==> src/rtl/alu_pkg.sv <==
// Shared definitions for the pipelined ALU: opcodes, FSM states and flag bit positions.
package alu_pkg;

  localparam logic [3:0] OP_ADD   = 4'd0;
  localparam logic [3:0] OP_SUB   = 4'd1;
  localparam logic [3:0] OP_AND   = 4'd2;
  localparam logic [3:0] OP_OR    = 4'd3;
  localparam logic [3:0] OP_XOR   = 4'd4;
  localparam logic [3:0] OP_NOT   = 4'd5;
  localparam logic [3:0] OP_SHIFT = 4'd6;
  localparam logic [3:0] OP_SRA   = 4'd7;
  localparam logic [3:0] OP_ROT   = 4'd8;
  localparam logic [3:0] OP_INC   = 4'd9;
  localparam logic [3:0] OP_DEC   = 4'd10;
  localparam logic [3:0] OP_SLTU  = 4'd11;
  localparam logic [3:0] OP_SLT   = 4'd12;
  localparam logic [3:0] OP_PASS  = 4'd13;
  localparam logic [3:0] OP_MUL   = 4'd14;
  localparam logic [3:0] OP_RSVD  = 4'd15;

  typedef enum logic [1:0] {
    IDLE = 2'd0,
    MUL  = 2'd1,
    DONE = 2'd2
  } state_t;

  localparam int F_COUT = 0;
  localparam int F_ZERO = 1;
  localparam int F_NEG  = 2;
  localparam int F_OVF  = 3;
  localparam int F_ERR  = 4;

endpackage

==> src/rtl/alu_mul_seq.sv <==
// Iterative shift-add multiplier. The first partial product is folded into
// the start cycle so the full product is ready WIDTH cycles after start.
module alu_mul_seq
  import alu_pkg::*;
#(
  parameter int WIDTH = 8
) (
  input  logic               clk,
  input  logic               rst_n,
  input  logic               start,
  input  logic [WIDTH-1:0]   a,
  input  logic [WIDTH-1:0]   b,
  output logic               busy,
  output logic               done,
  output logic [2*WIDTH-1:0] product
);

  localparam int CW = $clog2(WIDTH);

  logic [WIDTH-1:0] mcand;
  logic [CW-1:0]    cnt;

  // One shift-add step: upper half accumulates, lower half shifts out the multiplier.
  function automatic logic [2*WIDTH-1:0] step(input logic [2*WIDTH-1:0] p,
                                              input logic [WIDTH-1:0]   mc);
    logic [WIDTH:0] sum;
    sum = {1'b0, p[2*WIDTH-1:WIDTH]} + (p[0] ? {1'b0, mc} : {(WIDTH+1){1'b0}});
    return {sum, p[WIDTH-1:1]};
  endfunction

  // Load-and-first-step on start, then WIDTH-1 further steps with a down-counter.
  always_ff @(posedge clk or negedge rst_n) begin
    if (!rst_n) begin
      mcand   <= '0;
      product <= '0;
      cnt     <= '0;
      busy    <= 1'b0;
      done    <= 1'b0;
    end else if (start) begin
      mcand   <= a;
      product <= step({{WIDTH{1'b0}}, b}, a);
      cnt     <= CW'(WIDTH - 1);
      busy    <= 1'b1;
      done    <= 1'b0;
    end else if (busy) begin
      product <= step(product, mcand);
      cnt     <= cnt - 1'b1;
      if (cnt == CW'(1)) begin
        busy <= 1'b0;
        done <= 1'b1;
      end
    end else begin
      done <= 1'b0;
    end
  end

endmodule

==> src/rtl/alu_pipe.sv <==
// Registered ALU with valid/ready handshake and status flags.
// Build option ALU_PIPE_MUL_EN: when defined, opcode 14 runs the iterative
// multiplier; when undefined, opcode 14 is illegal (err=1, single cycle).
//
// state | meaning
// IDLE  | empty, ready for a new op
// MUL   | multiplier iterating, input stalled
// DONE  | result/flags presented, waiting for out_ready
module alu_pipe
  import alu_pkg::*;
#(
  parameter int WIDTH = 8,
  parameter int SHW   = $clog2(WIDTH)
) (
  input  logic             clk,
  input  logic             rst_n,
  input  logic             in_valid,
  output logic             in_ready,
  input  logic [WIDTH-1:0] x,
  input  logic [WIDTH-1:0] y,
  input  logic [3:0]       s,
  input  logic [SHW-1:0]   shamt,
  input  logic             shdir,
  output logic             out_valid,
  input  logic             out_ready,
  output logic [WIDTH-1:0] result,
  output logic [4:0]       flags
);

  localparam int M = WIDTH - 1;
  localparam logic [SHW:0] WFULL = (SHW+1)'(WIDTH);

  state_t state, state_n;
  logic   accept, is_mul;

  logic [WIDTH:0]        add_w, sub_w, inc_w, dec_w, shl_w, shr_w;
  logic signed [WIDTH:0] sra_w;
  logic [WIDTH-1:0]      rol_w, ror_w;
  logic [WIDTH-1:0]      res_c;
  logic                  cout_c, ovf_c, err_c;
  logic [4:0]            flags_c;

  assign in_ready  = (state == IDLE) || (state == DONE && out_ready);
  assign out_valid = (state == DONE);
  assign accept    = in_valid && in_ready;

  assign add_w = {1'b0, x} + {1'b0, y};
  assign sub_w = {1'b0, x} - {1'b0, y};
  assign inc_w = {1'b0, x} + {{WIDTH{1'b0}}, 1'b1};
  assign dec_w = {1'b0, x} - {{WIDTH{1'b0}}, 1'b1};
  // Extra bit beyond the shifted word holds the last bit shifted out.
  assign shl_w = {1'b0, x} << shamt;
  assign shr_w = {x, 1'b0} >> shamt;
  assign sra_w = $signed({x, 1'b0}) >>> shamt;
  assign rol_w = (x << shamt) | (x >> (WFULL - {1'b0, shamt}));
  assign ror_w = (x >> shamt) | (x << (WFULL - {1'b0, shamt}));

`ifdef ALU_PIPE_MUL_EN
  logic               mul_busy, mul_done;
  logic [2*WIDTH-1:0] mul_prod;
  logic [4:0]         mul_flags;

  assign is_mul = (s == OP_MUL);

  alu_mul_seq #(.WIDTH(WIDTH)) u_mul (
    .clk     (clk),
    .rst_n   (rst_n),
    .start   (accept && is_mul),
    .a       (x),
    .b       (y),
    .busy    (mul_busy),
    .done    (mul_done),
    .product (mul_prod)
  );

  // Flags for the multiplier result; cout flags a truncated product.
  always_comb begin
    mul_flags         = '0;
    mul_flags[F_COUT] = |mul_prod[2*WIDTH-1:WIDTH];
    mul_flags[F_ZERO] = (mul_prod[WIDTH-1:0] == '0);
    mul_flags[F_NEG]  = mul_prod[M];
  end
`else
  assign is_mul = 1'b0;
`endif

  // Single-cycle op mux and its flags.
  always_comb begin
    res_c  = '0;
    cout_c = 1'b0;
    ovf_c  = 1'b0;
    err_c  = 1'b0;
    case (s)
      OP_ADD: begin
        res_c  = add_w[M:0];
        cout_c = add_w[WIDTH];
        ovf_c  = (x[M] == y[M]) && (add_w[M] != x[M]);
      end
      OP_SUB: begin
        res_c  = sub_w[M:0];
        cout_c = sub_w[WIDTH];
        ovf_c  = (x[M] != y[M]) && (sub_w[M] != x[M]);
      end
      OP_AND: res_c = x & y;
      OP_OR:  res_c = x | y;
      OP_XOR: res_c = x ^ y;
      OP_NOT: res_c = ~x;
      OP_SHIFT: begin
        if (shdir) begin
          res_c  = shr_w[WIDTH:1];
          cout_c = shr_w[0];
        end else begin
          res_c  = shl_w[M:0];
          cout_c = shl_w[WIDTH];
        end
      end
      OP_SRA: begin
        res_c  = sra_w[WIDTH:1];
        cout_c = sra_w[0];
      end
      OP_ROT: begin
        res_c  = shdir ? ror_w : rol_w;
        cout_c = (|shamt) && (shdir ? ror_w[M] : rol_w[0]);
      end
      OP_INC: begin
        res_c  = inc_w[M:0];
        cout_c = inc_w[WIDTH];
        ovf_c  = !x[M] && inc_w[M];
      end
      OP_DEC: begin
        res_c  = dec_w[M:0];
        cout_c = dec_w[WIDTH];
        ovf_c  = x[M] && !dec_w[M];
      end
      OP_SLTU: res_c = {{M{1'b0}}, (x < y)};
      OP_SLT:  res_c = {{M{1'b0}}, ($signed(x) < $signed(y))};
      OP_PASS: res_c = y;
`ifdef ALU_PIPE_MUL_EN
      OP_MUL:  res_c = '0;
`endif
      OP_RSVD: err_c = 1'b1;
      default: err_c = 1'b1;
    endcase
    flags_c         = '0;
    flags_c[F_COUT] = cout_c;
    flags_c[F_ZERO] = (res_c == '0) && !err_c;
    flags_c[F_NEG]  = res_c[M];
    flags_c[F_OVF]  = ovf_c;
    flags_c[F_ERR]  = err_c;
  end

  // State register.
  always_ff @(posedge clk or negedge rst_n) begin
    if (!rst_n) state <= IDLE;
    else        state <= state_n;
  end

  // Next-state logic.
  always_comb begin
    state_n = state;
    case (state)
      IDLE: if (accept) state_n = is_mul ? MUL : DONE;
`ifdef ALU_PIPE_MUL_EN
      MUL:  if (mul_done && !mul_busy) state_n = DONE;
`else
      MUL:  state_n = IDLE;
`endif
      DONE: if (out_ready) state_n = accept ? (is_mul ? MUL : DONE) : IDLE;
      default: state_n = IDLE;
    endcase
  end

  // Result/flags register: loaded at accept for single-cycle ops or when the multiply completes; otherwise holds.
  always_ff @(posedge clk or negedge rst_n) begin
    if (!rst_n) begin
      result <= '0;
      flags  <= '0;
    end else if (accept && !is_mul) begin
      result <= res_c;
      flags  <= flags_c;
`ifdef ALU_PIPE_MUL_EN
    end else if (state == MUL && mul_done) begin
      result <= mul_prod[M:0];
      flags  <= mul_flags;
`endif
    end
  end

endmodule

==> config.mk <==
export PLATFORM = sky130hd
export DESIGN_NAME = alu_pipe
export DESIGN_NICKNAME = d
export VERILOG_FILES = /design/src/rtl/alu_pkg.sv /design/src/rtl/alu_mul_seq.sv /design/src/rtl/alu_pipe.sv
export SDC_FILE = /design/constraint.sdc
export NUM_CORES = 1
export LEC_CHECK = 0
export CAP_MARGIN = 20
export CORE_ASPECT_RATIO = 1.2
export CORE_MARGIN = 4
export CORE_UTILIZATION = 50
export CTS_CLUSTER_SIZE = 24
export DETAILED_ROUTE_END_ITERATION = 7
export PLACE_DENSITY_LB_ADDON = 0.3
export SYNTH_ARGS = -nofsm -noshare
export SYNTH_HDL_FRONTEND = slang
export SYNTH_SLANG_ARGS = --single-unit
export TNS_END_PERCENT = 5
==> constraint.sdc <==
create_clock -name clk -period 2.8 [get_ports clk]
set_input_delay 0.7 -clock clk [delete_from_list [all_inputs] [get_ports clk]]
set_output_delay 0.7 -clock clk [all_outputs]
set_load 0.01 [all_outputs]
==> results.md, run 1 <==
Yosys:
- The share of async-settable or async-resettable flops after synthesis is 1.000.
- Yosys printed 0 warnings.
- The cell with the most instances after synthesis is nand2_1.
- Among all flip-flop cells after synthesis, the most frequent one is dfrtp_1.
- In this run, distinct cell masters in the synthesized netlist total 82.
- The share of synthesized area in the top cell type comes to 0.1005.
- The post-synthesis instance total is between 500 and 600.
- After synthesis, the most frequently instantiated cells are 57 x nand2_1, 52 x nor2_1, 33 x a21oi_1, 32 x ha_1.
- In the post-synthesis netlist, the biggest area contributors are ha_1 10%, dfrtp_1 8.2%, mux2i_1 6.3%.
- The post-synthesis sequential area ratio is 0.08166.
- The mean cell area of the mapped netlist is slightly above 7 µm².
- The number of register bits inferred by synthesis is 13.
- Yosys mapped a number of flops with a built-in enable equal to 0.
- The largest area contributor in the synthesized netlist is ha_1.
- The post-synth net total is roughly 620.
- The post-synthesis cell area is ~4000 µm².

Power and ir drop:
- The total power after layout is about 1700 µW.
- The share of total power dissipated in the clock network is 0.097.
- The static leakage is between 0.002 and 0.003 µW.
- For this design the total switching power over the nets is 710.8 µW.
- The logic gate share of total power is 0.761.
- The power per unit of standard cell area is around 250 nW/µm².
- The internal power contribution is 953.4 µW.
- The part of the power in registers is 0.142.
- The fraction of power spent switching nets is 0.4271.
- The worst vdd rail ir drop is roughly 0.34 mV.

Drt:
- In the routed design, unresolved DRC markers number 0.
- The detail route stage leaves a number of antenna-violating nets equal to 0.
- In the final routed layout, each cell accounts on average for 22.26 µm.
- The routed layout has approximately 5800 vias.
- For this block, the routed nets add up to between 15 and 20 mm of wire.
- Before antenna repair, the detailed router went through 5 iterations.
- For this block, the initial DRC count from the detailed router was around 750.
- The post-detailed-route via-to-cell ratio is ~6.7.

STA:
- The largest clock skew in the final design is about 0.0024 ns.
- Setup repair after global routing could not meet its margin everywhere.
- Based on the critical path, the design can be clocked at up to ~350 MHz.
- The max-slew violation count is 0.
- The number of hold violations in the final report is 0.
- The normalized max-slew margin is 0.6239.
- For the pin with the worst max-slew slack, the measured transition is about 0.56 ns.
- After layout, the worst setup slack is -0.09424 ns.
- The ratio of final minimum period to clock period is 1.034.
- The setup TNS is -0.09424 ns.
- Setup violations remaining at the end of the flow were counted as 1.
- The final critical path time including I/O delays and setup is roughly 2.9 ns.

Critical path:
- Traced cell by cell, the critical path runs through dlygate4sd2_1 > buf_6 > buf_6 > buf_12 > nand2_1 > nor3_1 > a311oi_1 > a21oi_1 > or4_4 > nor2b_1 > nand4_1 > o41ai_2.
- The worst setup path is launched from an input pin.
- The critical path arrival is roughly 3 ns.
- The buffering stage count on the worst path with inverters included is 4.
- The category of the worst setup path capture point is a register.
- The standard cell with the maximum stage delay on the critical path is or4_4.
- The family with the most delay on the worst path is simple AND/OR/NAND/NOR gates.
- By startpoint and endpoint, the worst setup path is classified as input pin to register.
- The maximum fanout count along the critical path is 7.
- The cell repeated most along the worst path is buf_6.
- The largest single stage delay on the critical path is 0.45 ns.
- The required time of the worst setup path is 2.94 ns.

Placement:
- The total half-perimeter wirelength after legalization and detailed placement is approximately 14 mm.
- The quantity of I/O buffers inserted on ports is 42.
- The routability congestion estimate is 1.056.
- The pre-CTS setup slack is -0.9836 ns.

Finish:
- The synthesis-to-finish area growth is 68.22%.
- The layout filler cell count is roughly 430.
- The final layout contains 840 nets.
- Registers take between 300 and 400 µm².
- For this run, the share of the core covered by cells in the final layout is 0.8695.
- The area used by multi-input combinational logic is between 3000 and 4000 µm².
- The fraction of final layout cells with drive strength greater than 1 is 0.4685.
- The number of antenna cells inserted is 0.

Die:
- Pin placement for this block handled 43 I/O pins.
- The die is 89.49 µm wide.
- From bottom edge to top edge, the die measures ~110 µm.
- The area of the die is between 9000 and 10000 µm².
- The initial cell density of the core is 0.5169.
- After floorplanning, the core was sized to cover slightly below 8000 µm².
- The initialized floorplan defines 35 standard-cell rows.

Global route:
- The global-route total usage across every layer is 0.3958.
- The number of antenna violations at the first check in global routing was 0.
- The total overflow reported by the global router is 0.
- The wire length of the first global-routing pass is approximately 30 mm.
- The via count of the first global-routing pass is 5591.
- Entering global routing, the biggest net connects 20 pins.

Min path:
- The worst hold path class is register to register.

Clock network:
- The sink count of the clock tree is 13.
- The depth of the CTS H-tree is 1.
- The number of hold buffers added after CTS was 0.
- The buffer levels on the longest clock path is 2.
- After clock tree synthesis, the clock-pin slew on the worst setup and hold paths is around 0.050 ns.
- The later-pin clock latency in the skew report is approximately 0.24 ns.
- CTS placed an instance of clkbuf_8 at the clock tree root.
- The TritonCTS clock tree is done.
- The number of clock buffers inserted by TritonCTS is 3.

Status:
- The flow ran to the end, but the final reports show violations.
- The checks that failed: negative setup slack.

Run:
- The number of maximum-capacitance violations is 0.
-- cells by family (layout without fill, tap and decap cells) --
group	after synthesis	count (layout)	share of synthesized area
AOI/OAI and AO/OA	171	171	0.3021
xor gates and xnor gates	7	7	0.01539
adders and majority gates	34	34	0.1106
buffers and inverters	80	304	0.09516
DFF	13	13	0.08166
muxes	40	40	0.1313
and+or+nand+nor	208	208	0.2638
-- flip-flops by register name, summed over array words and instances, names as in the netlist --
register  count
flags         5
state         1
result        7
-- routing by layer --
layer / track usage / vias up / part of all wire
met1: 0.5154 / 2708 / 0.38
met4: 0.1851 / 0 / 0.055
met2: 0.6312 / 456 / 0.46
li1: - / 2533 / -
met3: 0.05551 / 95 / 0.10
met5: 0 / - / 0
-- final cells by class --
class | instances | area share
clock buffer | 4 | 0.006721
inverter | 30 | 0.01979
multi-input combinational | 460 | 0.5663
sequential | 13 | 0.04854
tap | 92 | 0.01718
timing repair buffer | 270 | 0.3415
-- power by group through the flow --
stage | clock [µW] | sequential [µW] | combinational, µW
global route | 171 | 238 | 1330
finish | 162 | 236 | 1270
CTS | 169 | 234 | 1150
detailed placement | 0 | 237 | 1050
global placement | 0 | 234 | 1030
floorplan | 0 | 248 | 518
-- stage by stage --
| step | hold WS, ns | cell area, µm² | instances |
|---|---|---|---|
| after global placement | 0.4629 | 5878 | 841 |
| after floorplan | 0.4044 | 4069 | 553 |
| after global routing | 0.5337 | 6701 | 869 |
| after CTS | 0.4906 | 6367 | 860 |
| after detailed placement | 0.4778 | 5878 | 841 |
| final | 0.4981 | 6701 | 869 |
-- tightest hold or removal path: stages, from the launching register on --
cell and delay [ns]:
dfrtp_1 0.35, nand2_1 0.07, o41ai_2 0.05
-- final timing paths --
| kind | from | endpoint | slack (ns) | cells after the start |
|---|---|---|---|---|
| hold / removal | flags[1] | flags[1] | 0.50 | 2 |
| hold reg to reg | flags[1] | flags[1] | 0.50 | 2 |
| max in group asynchronous | rst_n | result[4] | 1.61 | 1 |
| setup reg to reg | state[1] | flags[0] | 0.93 | 9 |
| setup / recovery | s[0] | flags[1] | -0.09 | 12 |
| min in group asynchronous | rst_n | result[0] | 0.82 | 1 |
-- cell usage in the layout, fill, tap and decap left out, drive strengths merged, types with 4 or more instances in the layout --
cell	instances
or4	5
o22ai	7
a22oi	4
a21boi	4
nand2b	12
xnor2	5
clkdlybuf4s50	18
o221ai	5
ha	32
nor3	17
mux2i	26
nor2	52
nor4	9
nand3	15
o21ai	32
inv	29
a21oi	34
clkbuf	6
a211oi	11
nand4	6
a31oi	13
mux2	5
nand2	58
dlygate4sd2	9
a221oi	6
o2bb2ai	4
a311oi	4
buf	237
or3	5
mux4	9
nor2b	8
dfrtp	13
a32oi	6
o211ai	6
o31ai	6
-- what timing repair did --
action,CTS,global route
pin swaps,30,31
gates resized for setup,135,66
endpoints found under the setup margin,11,11
buffers inserted,15,10
(Power assumes the default switching activity.)
==> run 2: changes to the inputs <==
--- a/config.mk
+++ b/config.mk
@@ -7,7 +7,7 @@
 export LEC_CHECK = 0
 export CAP_MARGIN = 20
 export CORE_ASPECT_RATIO = 1.2
-export CORE_MARGIN = 4
+export CORE_MARGIN = 1.5
 export CORE_UTILIZATION = 50
 export CTS_CLUSTER_SIZE = 24
 export DETAILED_ROUTE_END_ITERATION = 7
==> results.md, run 2 (same netlist as run 1, synthesis figures left out) <==
Clock network:
- The register clock-pin slew on the reported worst setup and hold paths was 0.05 ns (about the same).
- The sink count of the clock tree is 13 (unchanged).
- The number of clock buffers inserted by TritonCTS was 3 (unchanged).
- The root buffer selected by CTS is clkbuf_8.
- TritonCTS built the clock tree.
- The depth of the CTS H-tree was 1 (unchanged).
- The later-pin clock latency in the skew report is 0.25 ns (about the same).
- The buffer levels on the longest clock path is 2 (unchanged).

Critical path:
- The maximum fanout count along the critical path was 3 (-4).
- The required time of the worst setup path was 2.95 ns (about the same).
- The worst setup path is launched from an input pin.
- On the critical path the largest part of the delay comes from compound AO/OA/AOI/OAI gates.
- The number of cells on the critical path came to 11 (-1).
- The classification of the worst setup path is input pin to register.
- STA classifies the critical path endpoint as a register.
- The buffering stage count on the worst path with inverters included is 3 (-1).
- The highest cell delay on the worst timing path came to 0.54 ns (+0.09 ns).
- The critical path arrival is 3.18 ns (+0.14 ns).
- The depth of the worst register-to-register path came to 7 (-2).
- The signal on the critical path passes through clkdlybuf4s15_1 > inv_2 > ha_4 > clkinv_2 > a221oi_4 > nor4b_4 > nor2_2 > a2111o_1 > o211ai_1 > or4_4 > o41ai_4.
- The standard cell with the maximum stage delay on the critical path is or4_4.

Global route:
- The pin count of the biggest net entering global routing came to 20 (unchanged).
- The number of antenna violations at the first check in global routing is 0 (unchanged).
- The global-route total usage across every layer is 0.4630 (+0.06721).
- The total overflow reported by the global router is 0 (unchanged).
- The wire length of the first global-routing pass is 30.75 mm (+5.3%).
- The via count of the first global-routing pass is 5732 (+2.5%).

Min path:
- The min-delay analysis places its worst path in the category register to register.
- The number of instances on the worst hold path was 2 (unchanged).

Status:
- The flow ran to the end, but the final reports show violations.
- The checks that failed: negative setup slack.

Drt:
- The number of nets with antenna violations after routing is 0 (unchanged).
- The DRC marker count from the first detailed-route iteration is 857 (+15%).
- The average routed wire per standard cell is 23.39 µm (+5.1%).
- The vias after detailed routing is 6007 (+3.7%).
- The number of remaining DRC errors was 0 (unchanged).
- The routed wire length came to 20.58 mm (+6.4%).
- The post-detailed-route via-to-cell ratio is 6.826 (+2.4%).
- The length of the first detailed-routing pass in iterations was 6 (+1).

Die:
- The placeable core region is 7707 µm² (unchanged).
- The area of the die is 8514 µm² (-10%).
- The die boundary height is 100.8 µm (-4.7%).
- The initial cell density of the core is 0.5169 (unchanged).
- The number of top-level pins is 43 (unchanged).
- The number of placement rows is 35 (unchanged).
- The chip width is 84.49 µm (-5.6%).

STA:
- The worst hold slack is 0.4847 ns (-0.01341 ns).
- Setup repair after global routing could not meet its margin everywhere.
- The measured slew at the worst slew-check pin was 0.5778 ns (+0.01548 ns).
- The setup TNS is -0.7810 ns (-0.6868 ns).
- The number of hold violations in the final report is 0 (unchanged).
- The largest clock skew in the final design is 0.003864 ns (+0.001449 ns).
- The maximum achievable frequency is 329.3 MHz (-4.7%).
- The total setup violations reported at the end of the flow is 6 (+5).
- The ratio of final minimum period to clock period was 1.085 (+0.05092).
- The final critical path time including I/O delays and setup is 3.037 ns (+0.1426 ns).
- The normalized max-slew margin is 0.6136 (-0.01035).
- The max-slew violation count came to 0 (unchanged).
- The setup slack after layout is -0.2368 ns (-0.1426 ns).

Finish:
- The register ranked first by flip-flop count is result.
- In the layout the commonest cells are 222 x buf_4, 57 x nand2_1, 47 x nor2_1.
- The number of flip-flops under the largest register name is 7 (unchanged).
- The commonest non-fill, non-tap cell in the layout is buf_4.
- The synthesis-to-finish area growth is 65.86%.
- The net count of the finished layout was 851 (+1.3%).
- The fraction of final layout cells with drive strength greater than 1 came to 0.4467 (-0.02177).
- In the final layout, the registers with the most flip-flops are result (7), flags (5), state (1).
- The post-route core utilization is 0.8573 (-0.01218).
- The number of antenna cells inserted is 0 (unchanged).

Run:
- The number of maximum-capacitance violations came to 0 (unchanged).

Placement:
- The routability congestion estimate is 1.021 (-3.3%).
- The quantity of I/O buffers inserted on ports is 42 (unchanged).
- The total half-perimeter wirelength after legalization and detailed placement is 14.53 mm (+2.6%).
- The pre-CTS setup slack came to -0.9267 ns (+0.05690 ns).

Power and ir drop:
- The total power after layout is 1683 µW (+1.1%).
- The power per unit of standard cell area was 254.7 nW/µm² (+2.6%).
- The static leakage is 0.002961 µW (+0.71%).
- The worst vdd rail ir drop is 0.3795 mV (+12%).
run 2: worst min-delay path, cell delays in order (launching register included):
cell     delay, ns
dfrtp_1       0.35
nand2_1       0.05
o21ai_0       0.06
run 2: routing by layer:
| layer | global-route usage | vias up | part of all wire |
|---|---|---|---|
| met5 | 0 | - | 0 |
| met1 | 0.5684 | 2725 | 0.37 |
| met2 | 0.7650 | 555 | 0.45 |
| met4 | 0.2754 | 0 | 0.080 |
| met3 | 0.07289 | 170 | 0.11 |
| li1 | - | 2557 | - |
run 2: power by group:
part / leakage [µW] / internal (µW) / total [µW] / switching, µW
logic: 0.00278 / 633 / 1280 / 644
clock network: 0.0000228 / 101 / 170 / 69.0
registers: 0.000163 / 217 / 237 / 20.2
run 2: cell type report:
class | instances | area, µm²
Clock buffer | 4 | 45.04
Fill cell | 451 | 1100
Inverter | 30 | 128.9
Multi-Input combinational cell | 460 | 3687
Sequential cell | 13 | 325.3
Tap cell | 92 | 115.1
Timing Repair Buffer | 281 | 2306
run 2: timing repair:
action	in CTS	in global routing
cloned	1	0
hold buffers	0	0
setup endpoints to repair	11	11
hold endpoints to repair	0	0
gates resized for setup	140	24
pin swaps	32	4
buffers inserted	36	0
run 2: per-stage QoR:
stage	instances	instance area [µm²]
global route	880	6608
detailed placement	840	5858
finish	880	6608
floorplan	553	4069
global placement	840	5858
CTS	880	6513
run 2: final timing paths:
path                            startpoint         to  slack [ns]
worst max-delay path                  y[2]   flags[1]       -0.24
worst min-delay path             result[3]  result[3]        0.48
worst max register to register    state[1]   flags[1]        0.72
worst min register to register   result[3]  result[3]        0.48
max in group asynchronous            rst_n   state[1]        1.60
min in group asynchronous            rst_n  result[6]        0.82
==> run 3: changes to the inputs <==
--- a/config.mk
+++ b/config.mk
@@ -9,7 +9,6 @@
 export CORE_ASPECT_RATIO = 1.2
 export CORE_MARGIN = 1.5
 export CORE_UTILIZATION = 50
-export CTS_CLUSTER_SIZE = 24
 export DETAILED_ROUTE_END_ITERATION = 7
 export PLACE_DENSITY_LB_ADDON = 0.3
 export SYNTH_ARGS = -nofsm -noshare
==> results of run 3 <==
Same layout as run 2: the final DEF is identical, and so are final timing and power.
